### config.mk
export PLATFORM = sky130hd
export DESIGN_NAME = tx_resp_arbiter
export DESIGN_NICKNAME = d
export VERILOG_FILES = /design/src/rtl/tx_resp_arbiter_pkg.sv /design/src/rtl/tx_resp_arbiter_resp_slot.sv /design/src/rtl/tx_resp_arbiter.sv
export SDC_FILE = /design/constraint.sdc
export NUM_CORES = 1
export LEC_CHECK = 0
export CORE_ASPECT_RATIO = 0.9
export CORE_MARGIN = 2
export CORE_UTILIZATION = 45
export DETAILED_ROUTE_END_ITERATION = 10
export GPL_TIMING_DRIVEN = 1
export PLACE_DENSITY = 0.83
export SETUP_SLACK_MARGIN = 0.5
export SLEW_MARGIN = 20
export SYNTH_ARGS = -nofsm -noshare
export SYNTH_HDL_FRONTEND = slang
export SYNTH_SLANG_ARGS = --single-unit
export TNS_END_PERCENT = 50
### constraint.sdc
create_clock -name CLK -period 2.7 [get_ports CLK]
set_input_delay 0.675 -clock CLK [delete_from_list [all_inputs] [get_ports CLK]]
set_output_delay 0.675 -clock CLK [all_outputs]
set_load 0.01 [all_outputs]
### src/rtl/tx_resp_arbiter_pkg.sv
// Shared types and constants for the UART TX response arbiter.
package tx_resp_arbiter_pkg;

  typedef enum logic [1:0] {
    IDLE        = 2'd0,
    SEND_RF     = 2'd1,
    SEND_ALU_B0 = 2'd2,
    SEND_ALU_B1 = 2'd3
  } arb_state_e;

  localparam logic GNT_RF  = 1'b0;
  localparam logic GNT_ALU = 1'b1;

  localparam int DATA_WIDTH_DEF = 8;

endpackage

### src/rtl/tx_resp_arbiter_resp_slot.sv
// One-deep response holding slot: captures a valid pulse, frees on request,
// flags a sticky overrun when a pulse arrives while still occupied.
module resp_slot
  import tx_resp_arbiter_pkg::*;
#(
  parameter int W = DATA_WIDTH_DEF
) (
  input  logic         clk_i,
  input  logic         rst_ni,
  input  logic         valid_i,
  input  logic [W-1:0] data_i,
  input  logic         free_i,
  input  logic         clr_ovr_i,
  output logic         pend_o,
  output logic [W-1:0] data_o,
  output logic         overrun_o
);

  logic         pend_q, pend_d;
  logic [W-1:0] data_q, data_d;
  logic         ovr_q, ovr_d;
  logic         load;

  always_comb begin
    // A slot being freed this cycle may accept new data without an overrun.
    load   = valid_i & (~pend_q | free_i);
    pend_d = load | (pend_q & ~free_i);
    data_d = load ? data_i : data_q;
    ovr_d  = (valid_i & pend_q & ~free_i) | (ovr_q & ~clr_ovr_i);
  end

  always_ff @(posedge clk_i or negedge rst_ni) begin
    if (!rst_ni) begin
      pend_q <= 1'b0;
      data_q <= '0;
      ovr_q  <= 1'b0;
    end else begin
      pend_q <= pend_d;
      data_q <= data_d;
      ovr_q  <= ovr_d;
    end
  end

  assign pend_o    = pend_q;
  assign data_o    = data_q;
  assign overrun_o = ovr_q;

endmodule

### src/rtl/tx_resp_arbiter.sv
// Round-robin scheduler of RF and ALU responses onto the TX FIFO write port.
// state       | meaning
// IDLE        | no write this cycle; pick next pending slot
// SEND_RF     | present RF byte, leave when FIFO accepts it
// SEND_ALU_B0 | present first ALU byte
// SEND_ALU_B1 | present second ALU byte, free ALU slot on accept
module tx_resp_arbiter
  import tx_resp_arbiter_pkg::*;
#(
  parameter int DATA_WIDTH    = DATA_WIDTH_DEF,
  parameter bit ALU_LSB_FIRST = 1'b1
) (
  input  logic                    CLK,
  input  logic                    RST,
  input  logic [DATA_WIDTH-1:0]   RdData,
  input  logic                    RdData_valid,
  input  logic [2*DATA_WIDTH-1:0] ALU_OUT,
  input  logic                    OUT_valid,
  input  logic                    FIFO_FULL,
  input  logic                    CLR_OVERRUN,
  output logic [DATA_WIDTH-1:0]   WR_DATA_FIFO,
  output logic                    WR_INC,
  output logic                    RF_PEND,
  output logic                    ALU_PEND,
  output logic                    RF_OVERRUN,
  output logic                    ALU_OVERRUN
);

  arb_state_e                state_q, state_d;
  logic                      last_grant_q, last_grant_d;
  logic [DATA_WIDTH-1:0]     wr_data_q, wr_data_d;
  logic                      rf_pend, alu_pend, rf_free, alu_free;
  logic [DATA_WIDTH-1:0]     rf_data;
  logic [2*DATA_WIDTH-1:0]   alu_data;
  logic [DATA_WIDTH-1:0]     alu_first, alu_second;

  assign rf_free  = (state_q == SEND_RF) & ~FIFO_FULL;
  assign alu_free = (state_q == SEND_ALU_B1) & ~FIFO_FULL;

  resp_slot #(.W(DATA_WIDTH)) u_rf_slot (
    .clk_i     (CLK),
    .rst_ni    (RST),
    .valid_i   (RdData_valid),
    .data_i    (RdData),
    .free_i    (rf_free),
    .clr_ovr_i (CLR_OVERRUN),
    .pend_o    (rf_pend),
    .data_o    (rf_data),
    .overrun_o (RF_OVERRUN)
  );

  resp_slot #(.W(2*DATA_WIDTH)) u_alu_slot (
    .clk_i     (CLK),
    .rst_ni    (RST),
    .valid_i   (OUT_valid),
    .data_i    (ALU_OUT),
    .free_i    (alu_free),
    .clr_ovr_i (CLR_OVERRUN),
    .pend_o    (alu_pend),
    .data_o    (alu_data),
    .overrun_o (ALU_OVERRUN)
  );

  assign alu_first  = ALU_LSB_FIRST ? alu_data[DATA_WIDTH-1:0] : alu_data[2*DATA_WIDTH-1:DATA_WIDTH];
  assign alu_second = ALU_LSB_FIRST ? alu_data[2*DATA_WIDTH-1:DATA_WIDTH] : alu_data[DATA_WIDTH-1:0];

  always_comb begin
    state_d      = state_q;
    last_grant_d = last_grant_q;
    unique case (state_q)
      IDLE: begin
        // Grant history only matters for ties, so it moves only on a tie.
        if (rf_pend && alu_pend) begin
          if (last_grant_q == GNT_ALU) begin
            state_d      = SEND_RF;
            last_grant_d = GNT_RF;
          end else begin
            state_d      = SEND_ALU_B0;
            last_grant_d = GNT_ALU;
          end
        end else if (rf_pend) begin
          state_d = SEND_RF;
        end else if (alu_pend) begin
          state_d = SEND_ALU_B0;
        end
      end
      SEND_RF:     if (!FIFO_FULL) state_d = IDLE;
      SEND_ALU_B0: if (!FIFO_FULL) state_d = SEND_ALU_B1;
      SEND_ALU_B1: if (!FIFO_FULL) state_d = IDLE;
      default:     state_d = IDLE;
    endcase

    // Output byte follows the state being entered, so it is ready in its first cycle.
    unique case (state_d)
      SEND_RF:     wr_data_d = rf_data;
      SEND_ALU_B0: wr_data_d = alu_first;
      SEND_ALU_B1: wr_data_d = alu_second;
      default:     wr_data_d = '0;
    endcase
  end

  always_ff @(posedge CLK or negedge RST) begin
    if (!RST) begin
      state_q      <= IDLE;
      last_grant_q <= GNT_ALU;
      wr_data_q    <= '0;
    end else begin
      state_q      <= state_d;
      last_grant_q <= last_grant_d;
      wr_data_q    <= wr_data_d;
    end
  end

  assign WR_DATA_FIFO = wr_data_q;
  assign WR_INC       = (state_q != IDLE) & ~FIFO_FULL;
  assign RF_PEND      = rf_pend;
  assign ALU_PEND     = alu_pend;

endmodule

==> flow_metrics.py, run 1 <==
metrics = {
    "layout": {
        "fillers": 263,
        "insertedDiodeCount": 0,
        "utilization": 0.644,
        "final_common_cell": "clkdlybuf4s50_1",
        "layout.nets": 188,
        "mostFrequentLayoutCells": "clkdlybuf4s50_1 (40), dfrtp_1 (38), mux2_2 (14)",
        "area.growth.synth_to_final_pct": 35.1,
        "drive_gt1_frac": 0.264,
    },
    "grt": {
        "grt_pass1_wl_um": 4930,
        "antenna_found_initial": 0,
        "grt_usage": 0.167,
        "grt_max_degree": 40,
        "overflow": 0,
        "grt_pass1_vias": 1039,
    },
    "die": {
        "dieHeight_um": 61.0,
        "dieArea_um2": 4100,
        "num_io_pins": 43,
        "initial_utilization": 0.476,
        "core_area_um2": 3400,
        "row_count": 20,
        "die_x_um": 67.3,
    },
    "drt": {
        "drt-pass1-iter-count": 4,
        "drc": 0,
        "via_per_inst": 5.01,
        "vias": 1017,
        "routed_wl_um": 3050,
        "drt_iter0_markers": 46,
        "ant_nets": 0,
        "routedWlPerCell_um": 15.0,
    },
    "logic_synthesis": {
        "syn-num-nets": 140,
        "yosys-top-cells-area": "dfrtp_1 (59%), mux2_2 (9.7%), mux2_4 (9.3%), mux2i_1 (4.9%), o2bb2ai_1 (4.3%)",
        "synth_area_leader_cell": "dfrtp_1",
        "synth.distinct_cells": 24,
        "ys.warnings.count": 0,
        "synth_area_um2": 1620,
        "synthDominantCellAreaShare": 0.586,
        "ys_seq_area_frac": 0.603,
        "avgSynthCellArea_um2": 14.7,
        "ys_seq_elements": 39,
        "netlist_instances": 110,
    },
    "sta": {
        "relSlewSlack": 0.454,
        "tightest_slew_ps": 819,
        "fin_crit_ps": 2050,
        "post-route-period-util": 0.761,
        "setup_viol": 0,
        "fin_skew_ps": 5.44,
        "finalHoldViolCount": 0,
        "fmax_ghz": 0.487,
        "fin_setup_tns_ps": 0,
        "rsz0062_at_grt": "no",
        "drv_slew": 0,
    },
    "critical_path": {
        "start_kind": "input port",
        "max_stage_delay_ps": 450,
        "worstSetupEndpointType": "primary output",
        "crit_path_end": "WR_INC",
        "r2r_setup_slack_ps": 1150,
        "worstPathCellList": "clkdlybuf4s50_1, nor2_1, clkbuf_2",
        "cp.required_ps": 2030,
        "path_max_fanout": 3,
        "reg2regPathDepth": 5,
        "crit_arrival_ps": 1380,
        "regToRegEndpoint": "WR_DATA_FIFO[2]$_DFF_PN0_",
        "slowest_stage": "clkdlybuf4s50_1",
        "timing.rr.start": "last_grant_q$_DFFE_PN1P_",
        "startpoint": "FIFO_FULL",
        "criticalPathCategory": "in -> out",
    },
    "power": {
        "cellLeakagePower_nw": 0.969,
        "ir_drop_uv": 684,
        "powerDensity_nw_per_um2": 1120,
        "power_mw": 2.45,
    },
    "clock_network": {
        "postCtsHoldBufs": 0,
        "clk_path_buf_depth": 2,
        "htree_levels": 2,
        "cts_buffers": 5,
        "cts.sinks": 39,
        "cts_tree": "done",
        "cts_root_buffer": "clkbuf_8",
        "clk_latency_ps": 280,
        "clk_pin_slew_ps": 80,
    },
    "flow_run": {
        "drv_cap": 0,
    },
    "placement": {
        "gp_congestion": 0.730,
        "dpl.hpwl_um": 2190,
        "place.port_buffers": 42,
    },
    "outcome": {
        "outcome": "finished, final reports clean",
    },
    "hold_path": {
        "hp-class": "in -> async",
    },
}
-- critical path, delay by kind of cell --
kind	cells	cell delay, ps
and+or+nand+nor	1	120
buffers and inverters	2	580
-- metrics by stage --
stage / worst slack [ps] / std cells / area, um^2 / hold slack [ps]
after floorplan: 901 / 110 / 1620 / 379
after global placement: 267 / 195 / 2090 / 469
after detailed placement: 248 / 195 / 2090 / 467
after CTS: 503 / 203 / 2190 / 488
after global routing: 598 / 203 / 2190 / 525
final: 646 / 203 / 2190 / 484
-- worst min path at each step --
stage / startpoint / endpoint / slack, ps / cells after the start
after detailed placement: u_alu_slot.data_o[4]$_DFFE_PN0P_ / WR_DATA_FIFO[4]$_DFF_PN0_ / 470 / 1
after floorplan: RST / WR_DATA_FIFO[0]$_DFF_PN0_ / 380 / 0
final: RST / u_alu_slot.data_o[3]$_DFFE_PN0P_ / 480 / 1
after CTS: u_alu_slot.data_o[4]$_DFFE_PN0P_ / WR_DATA_FIFO[4]$_DFF_PN0_ / 490 / 1
after global routing: u_alu_slot.data_o[4]$_DFFE_PN0P_ / WR_DATA_FIFO[4]$_DFF_PN0_ / 530 / 1
after global placement: u_alu_slot.data_o[0]$_DFFE_PN0P_ / WR_DATA_FIFO[0]$_DFF_PN0_ / 470 / 1
-- cell type report --
class | count | area, um^2 | share of cell area
inverter | 8 | 30.0 | 0.0137
sequential | 39 | 977 | 0.446
multi-input combinational | 60 | 587 | 0.268
clock inverter | 1 | 7.51 | 0.00343
tap | 44 | 55.1 | 0.0251
timing repair buffer | 44 | 438 | 0.200
clock buffer | 7 | 96.3 | 0.0440
-- state kept, by name (all words and copies together) (netlist names) --
name                  flops
state_q                   2
u_rf_slot.pend_o          1
u_alu_slot.overrun_o      1
u_rf_slot.data_o          8
last_grant_q              1
u_alu_slot.data_o        16
u_rf_slot.overrun_o       1
WR_DATA_FIFO              8
u_alu_slot.pend_o         1
-- cells by family after synthesis --
group           after synthesis  synth area share
buf+inv                      11            0.0370
mux                          32             0.239
xor+xnor                      1           0.00540
compound gates               15            0.0756
flops                        39             0.603
simple gates                 12            0.0401
-- layer usage --
metal / track usage / share of wire / wire [um]
met2: 0.273 / 0.51 / 1540
met1: 0.218 / 0.44 / 1340
met3: 0.0445 / 0.043 / 131
met5: 0 / 0 / 0
met4: 0.0612 / 0.011 / 32
-- cell usage after synthesis, drive strengths merged --
cell and count:
o221ai 1, xor2 1, o21ai 2, inv 8
a21oi 1, and2 1, o22ai 2, o2bb2ai 8
dfrtp 38, nand2b 2, mux2 24, a32oi 1
buf 3, nand2 5, mux2i 8, nor2 2
and3 1, nor2b 1, dfstp 1
-- repair_timing --
action	in CTS	in global routing
resized for setup	1	3
setup endpoints to repair	1	8
pin swaps	0	0
setup buffers	0	0
-- where the power goes --
| group | internal (mW) | switching, mW |
|---|---|---|
| Combinational | 0.578 | 0.416 |
| Sequential | 0.877 | 0.157 |
| Clock | 0.232 | 0.188 |
| Total | 1.69 | 0.762 |
(Power assumes the default switching activity.)
==> run 2: changes to the inputs <==
--- a/config.mk
+++ b/config.mk
@@ -7,7 +7,7 @@
 export LEC_CHECK = 0
 export CORE_ASPECT_RATIO = 0.9
 export CORE_MARGIN = 2
-export CORE_UTILIZATION = 45
+export CORE_UTILIZATION = 43
 export DETAILED_ROUTE_END_ITERATION = 10
 export GPL_TIMING_DRIVEN = 1
 export PLACE_DENSITY = 0.83
==> constraint.sdc (replaced) <==
create_clock -name CLK -period 1.8 [get_ports CLK]
set_input_delay 0.45 -clock CLK [delete_from_list [all_inputs] [get_ports CLK]]
set_output_delay 0.45 -clock CLK [all_outputs]
set_load 0.01 [all_outputs]
==> flow_metrics.py, run 2 (synthesized netlist as in run 1, its figures left out) <==
metrics = {
    "clock_network": {
        "clk_pin_slew_ps": 90,
        "clk_path_buf_depth": 2,
        "clk_latency_ps": 300,
        "cts_tree": "done",
        "cts_buffers": 5,
        "htree_levels": 2,
        "cts.sinks": 39,
        "cts_root_buffer": "clkbuf_8",
    },
    "die": {
        "core_area_um2": 3680,
        "initial_utilization": 0.441,
        "die_x_um": 68.7,
        "dieArea_um2": 4280,
        "row_count": 21,
        "num_io_pins": 43,
        "dieHeight_um": 62.3,
    },
    "grt": {
        "grt_usage": 0.203,
        "grt_pass1_vias": 1250,
        "met3_usage": 0.0670,
        "antenna_found_initial": 0,
        "grt_pass1_wl_um": 6050,
        "met2_usage": 0.328,
        "top_usage_layer": "met2",
        "use_met1": 0.231,
        "overflow": 0,
        "grt_max_degree": 25,
    },
    "placement": {
        "post-place-ws_ps": -247,
        "gp_congestion": 0.805,
        "post-place-cells": 203,
        "dpl.hpwl_um": 2550,
        "place.port_buffers": 42,
    },
    "power": {
        "p_sw_mw": 1.44,
        "powerDensity_nw_per_um2": 1770,
        "comb_power_share": 0.471,
        "p_seq_frac": 0.361,
        "pwr-share-clk": 0.168,
        "internal_power_mw": 2.91,
        "ir_drop_uv": 896,
        "p_sw_frac": 0.331,
        "cellLeakagePower_nw": 1.14,
    },
    "sta": {
        "fin_skew_ps": 11.6,
        "relSlewSlack": 0.643,
        "fmax_ghz": 0.658,
        "setup_viol": 0,
        "drv_slew": 0,
        "tightest_slew_ps": 536,
        "setup_slack_ps": 280,
        "fin_crit_ps": 1520,
        "finalHoldViolCount": 0,
        "fin_setup_tns_ps": 0,
        "rsz0062_at_grt": "yes",
        "hold_ws_ps": 121,
        "post-route-period-util": 0.844,
    },
    "drt": {
        "vias": 1124,
        "routed_wl_um": 4060,
        "drt_iter0_markers": 25,
        "ant_nets": 0,
        "via_per_inst": 5.02,
        "drt-pass1-iter-count": 4,
        "routedWlPerCell_um": 18.1,
        "drc": 0,
    },
    "critical_path": {
        "timing.rr.start": "last_grant_q$_DFFE_PN1P_",
        "r2r_setup_slack_ps": 280,
        "start_kind": "register",
        "path_max_fanout": 5,
        "cp.required_ps": 1980,
        "criticalPathCategory": "reg -> reg",
        "reg2regPathDepth": 5,
        "startpoint": "last_grant_q$_DFFE_PN1P_",
        "crit_arrival_ps": 1700,
        "regToRegEndpoint": "WR_DATA_FIFO[3]$_DFF_PN0_",
        "worstSetupEndpointType": "register",
    },
    "layout": {
        "insertedDiodeCount": 0,
        "drive_gt1_frac": 0.410,
        "fin_cells": 224,
        "layout.nets": 207,
        "largest_reg_flops": 16,
        "utilization": 0.667,
        "area.growth.synth_to_final_pct": 51.4,
        "mostFrequentLayoutCells": "dfrtp_1 (38), clkdlybuf4s50_1 (27), mux2_4 (16)",
        "final_common_cell": "dfrtp_1",
    },
    "hold_path": {
        "hp-class": "in -> async",
    },
    "outcome": {
        "outcome": "finished, final reports clean",
    },
    "flow_run": {
        "drv_cap": 0,
    },
}
-- run 2: changes by cell type in the layout (fill, tap and decap cells not counted), moves of 3 or more --
cell             before  now
o2bb2ai_2             0    3
buf_6                 0    3
mux2_4               10   16
mux2_2               14    8
dlygate4sd2_1         0   10
buf_2                 1    4
o2bb2ai_1             8    5
buf_4                 1   15
clkdlybuf4s50_1      40   27
-- run 2: metrics by stage --
stage / area (um^2) / power (mW)
finish: 2450 / 4.34
global route: 2450 / 4.58
CTS: 2380 / 4.13
detailed placement: 2150 / 3.19
global placement: 2150 / 3.07
floorplan: 1630 / 2.53
-- run 2: area by class of cell --
| class | count | area (um^2) |
|---|---|---|
| fill | 258 | 1220 |
| timing repair buffer | 63 | 602 |
| tap | 46 | 57.6 |
| clock inverter | 3 | 43.8 |
| sequential | 39 | 977 |
| clock buffer | 5 | 68.8 |
| multi-input combinational | 60 | 676 |
| inverter | 8 | 30.0 |
-- run 2: critical path, cell delays in order (launching register included) --
cell       delay [ps]
dfstp_2           580
nand2_2            70
a32oi_2           280
buf_6             180
mux2i_2           220
o2bb2ai_2          70
-- run 2: power by group through the flow --
stage	Combinational (mW)	Sequential, mW	Clock, mW
6_report	2.04	1.57	0.731
2_1_floorplan	0.975	1.56	0
3_5_place_dp	1.61	1.58	0
5_1_grt	2.17	1.61	0.793
4_1_cts	1.84	1.55	0.745
3_3_place_gp	1.53	1.54	0
-- run 2: how the worst max path moves through the flow --
stage                                              endpoint  slack (ps)
after floorplan           u_alu_slot.data_o[10]$_DFFE_PN0P_         240
after global placement    u_alu_slot.data_o[15]$_DFFE_PN0P_        -190
after detailed placement  u_alu_slot.data_o[15]$_DFFE_PN0P_        -250
after CTS                 u_alu_slot.data_o[15]$_DFFE_PN0P_         290
after global routing              WR_DATA_FIFO[6]$_DFF_PN0_         220
final                             WR_DATA_FIFO[3]$_DFF_PN0_         280
-- run 2: timing repair --
| item | 4_1_cts | 5_1_grt |
|---|---|---|
| setup endpoints to repair | 49 | 46 |
| gates cloned | 1 | 0 |
| resized for setup | 37 | 11 |
| hold endpoints to repair | 0 | 0 |
| hold buffers | 0 | 0 |
| pin swaps | 12 | 5 |
| setup buffers | 10 | 2 |
-- run 2: routing by layer --
metal | share of wire | routed length [um] | vias to the layer above
li1 | - | - | 519
met1 | 0.40 | 1620 | 563
met2 | 0.53 | 2170 | 33
met3 | 0.047 | 192 | 9
met4 | 0.021 | 85 | 0
met5 | 0 | 0 | -
==> run 3: changes to the inputs <==
--- a/config.mk
+++ b/config.mk
@@ -7,7 +7,7 @@
 export LEC_CHECK = 0
 export CORE_ASPECT_RATIO = 0.9
 export CORE_MARGIN = 2
-export CORE_UTILIZATION = 43
+export CORE_UTILIZATION = 45
 export DETAILED_ROUTE_END_ITERATION = 10
 export GPL_TIMING_DRIVEN = 1
 export PLACE_DENSITY = 0.83
==> constraint.sdc (replaced) <==
create_clock -name CLK -period 1.5 [get_ports CLK]
set_input_delay 0.375 -clock CLK [delete_from_list [all_inputs] [get_ports CLK]]
set_output_delay 0.375 -clock CLK [all_outputs]
set_load 0.01 [all_outputs]
==> flow_metrics.py, run 3 (synthesized netlist as in run 1, its figures left out) <==
metrics = {
    "placement": {
        "place.port_buffers": 42,
        "post-place-ws_ps": -464,
        "dpl-instance-area_um2": 2160,
        "dpl.hpwl_um": 2490,
        "post-place-cells": 205,
        "gp_congestion": 0.769,
    },
    "sta": {
        "finalHoldViolCount": 13,
        "tightest_slew_ps": 325,
        "hold_ws_ps": -30.8,
        "rsz0062_at_grt": "yes",
        "fin_skew_ps": 8.05,
        "setup_viol": 2,
        "fmax_ghz": 0.666,
        "relSlewSlack": 0.783,
        "setup_slack_ps": -1.97,
        "drv_slew": 0,
        "post-route-period-util": 1.00,
        "fin_crit_ps": 1500,
        "fin_setup_tns_ps": -3.09,
    },
    "layout": {
        "fin_cells": 217,
        "layout.nets": 203,
        "final_area_um2": 2420,
        "largest_reg_flops": 16,
        "drive_gt1_frac": 0.497,
        "utilization": 0.711,
        "final_common_cell": "dfrtp_1",
        "area.growth.synth_to_final_pct": 49.3,
        "mostFrequentLayoutCells": "dfrtp_1 (38), clkdlybuf4s50_1 (27), mux2_4 (16)",
        "insertedDiodeCount": 0,
    },
    "grt": {
        "grt_usage": 0.217,
        "overflow": 0,
        "grt_pass1_wl_um": 6090,
        "grt_max_degree": 19,
        "antenna_found_initial": 0,
        "grt_pass1_vias": 1212,
    },
    "die": {
        "dieHeight_um": 61.0,
        "row_count": 20,
        "dieArea_um2": 4100,
        "num_io_pins": 43,
        "initial_utilization": 0.476,
        "core_area_um2": 3400,
        "die_x_um": 67.3,
    },
    "drt": {
        "ant_nets": 0,
        "routed_wl_um": 3850,
        "drt-pass1-iter-count": 4,
        "vias": 1088,
        "via_per_inst": 5.01,
        "routedWlPerCell_um": 17.7,
        "drc": 0,
        "drt_iter0_markers": 18,
    },
    "clock_network": {
        "clk_latency_ps": 290,
        "cts.sinks": 39,
        "cts_root_buffer": "clkbuf_8",
        "cts_buffers": 5,
        "clk_pin_slew_ps": 80,
        "htree_levels": 2,
        "cts_tree": "done",
        "clk_path_buf_depth": 2,
    },
    "outcome": {
        "violations": "negative hold slack, negative setup slack",
        "outcome": "finished, violations left",
    },
    "critical_path": {
        "worstSetupEndpointType": "register",
        "path_max_fanout": 8,
        "start_kind": "register",
        "crit_arrival_ps": 1680,
        "criticalPathCategory": "reg -> reg",
        "cp.required_ps": 1680,
        "reg2regPathDepth": 6,
    },
    "flow_run": {
        "drv_cap": 0,
    },
    "power": {
        "powerDensity_nw_per_um2": 2140,
        "ir_drop_uv": 1290,
        "power_mw": 5.18,
        "cellLeakagePower_nw": 1.10,
    },
    "hold_path": {
        "hp-class": "in -> async",
    },
}
[run 3: cell types whose count changed in the layout (fill, tap and decap cells not counted), moves of 2 or more]
cell | previous run | this run
buf_2 | 4 | 13
buf_4 | 15 | 9
buf_6 | 3 | 5
dlygate4sd2_1 | 10 | 2
mux2i_1 | 7 | 3
mux2i_2 | 1 | 5
o2bb2ai_1 | 5 | 0
o2bb2ai_2 | 3 | 8
[run 3: final cells by class]
cell class,count,area (um^2)
fill,230,982
sequential,39,977
multi-input combinational,60,724
timing repair buffer,59,544
clock buffer,6,82.6
tap,44,55.1
inverter,8,32.5
clock inverter,1,5.00
[run 3: repair_timing]
item                       in CTS  in global routing
gates cloned                    1                  0
hold endpoints to repair       13                 13
setup endpoints to repair      52                 52
pin swaps                       8                  9
buffers inserted                4                  0
resized for setup              49                 36
[run 3: worst paths after layout]
path	from	endpoint	slack, ps
min in group CLK	u_alu_slot.data_o[5]$_DFFE_PN0P_	WR_DATA_FIFO[5]$_DFF_PN0_	500
max	last_grant_q$_DFFE_PN1P_	WR_DATA_FIFO[6]$_DFF_PN0_	-2
max in group asynchronous	RST	u_alu_slot.overrun_o$_DFF_PN0_	980
min	RST	WR_DATA_FIFO[2]$_DFF_PN0_	-30
max reg2reg	last_grant_q$_DFFE_PN1P_	WR_DATA_FIFO[6]$_DFF_PN0_	-2
min reg2reg	u_alu_slot.data_o[5]$_DFFE_PN0P_	WR_DATA_FIFO[5]$_DFF_PN0_	500
[run 3: worst max-delay path: stages (launching register included)]
cell	delay [ps]
dfstp_2	560
nand2_2	70
a32oi_4	270
buf_6	180
a21oi_4	40
buf_12	150
o2bb2ai_2	120
[run 3: power by group]
group	switching (mW)	internal (mW)
registers	0.331	1.58
clock network	0.352	0.361
logic	1.08	1.47
[run 3: routing by layer]
layer,vias to the layer above,GRT usage,share of wire
li1,514,-,-
met1,535,0.253,0.40
met2,31,0.379,0.54
met3,8,0.0668,0.043
met4,0,0.0875,0.023
met5,-,0,0
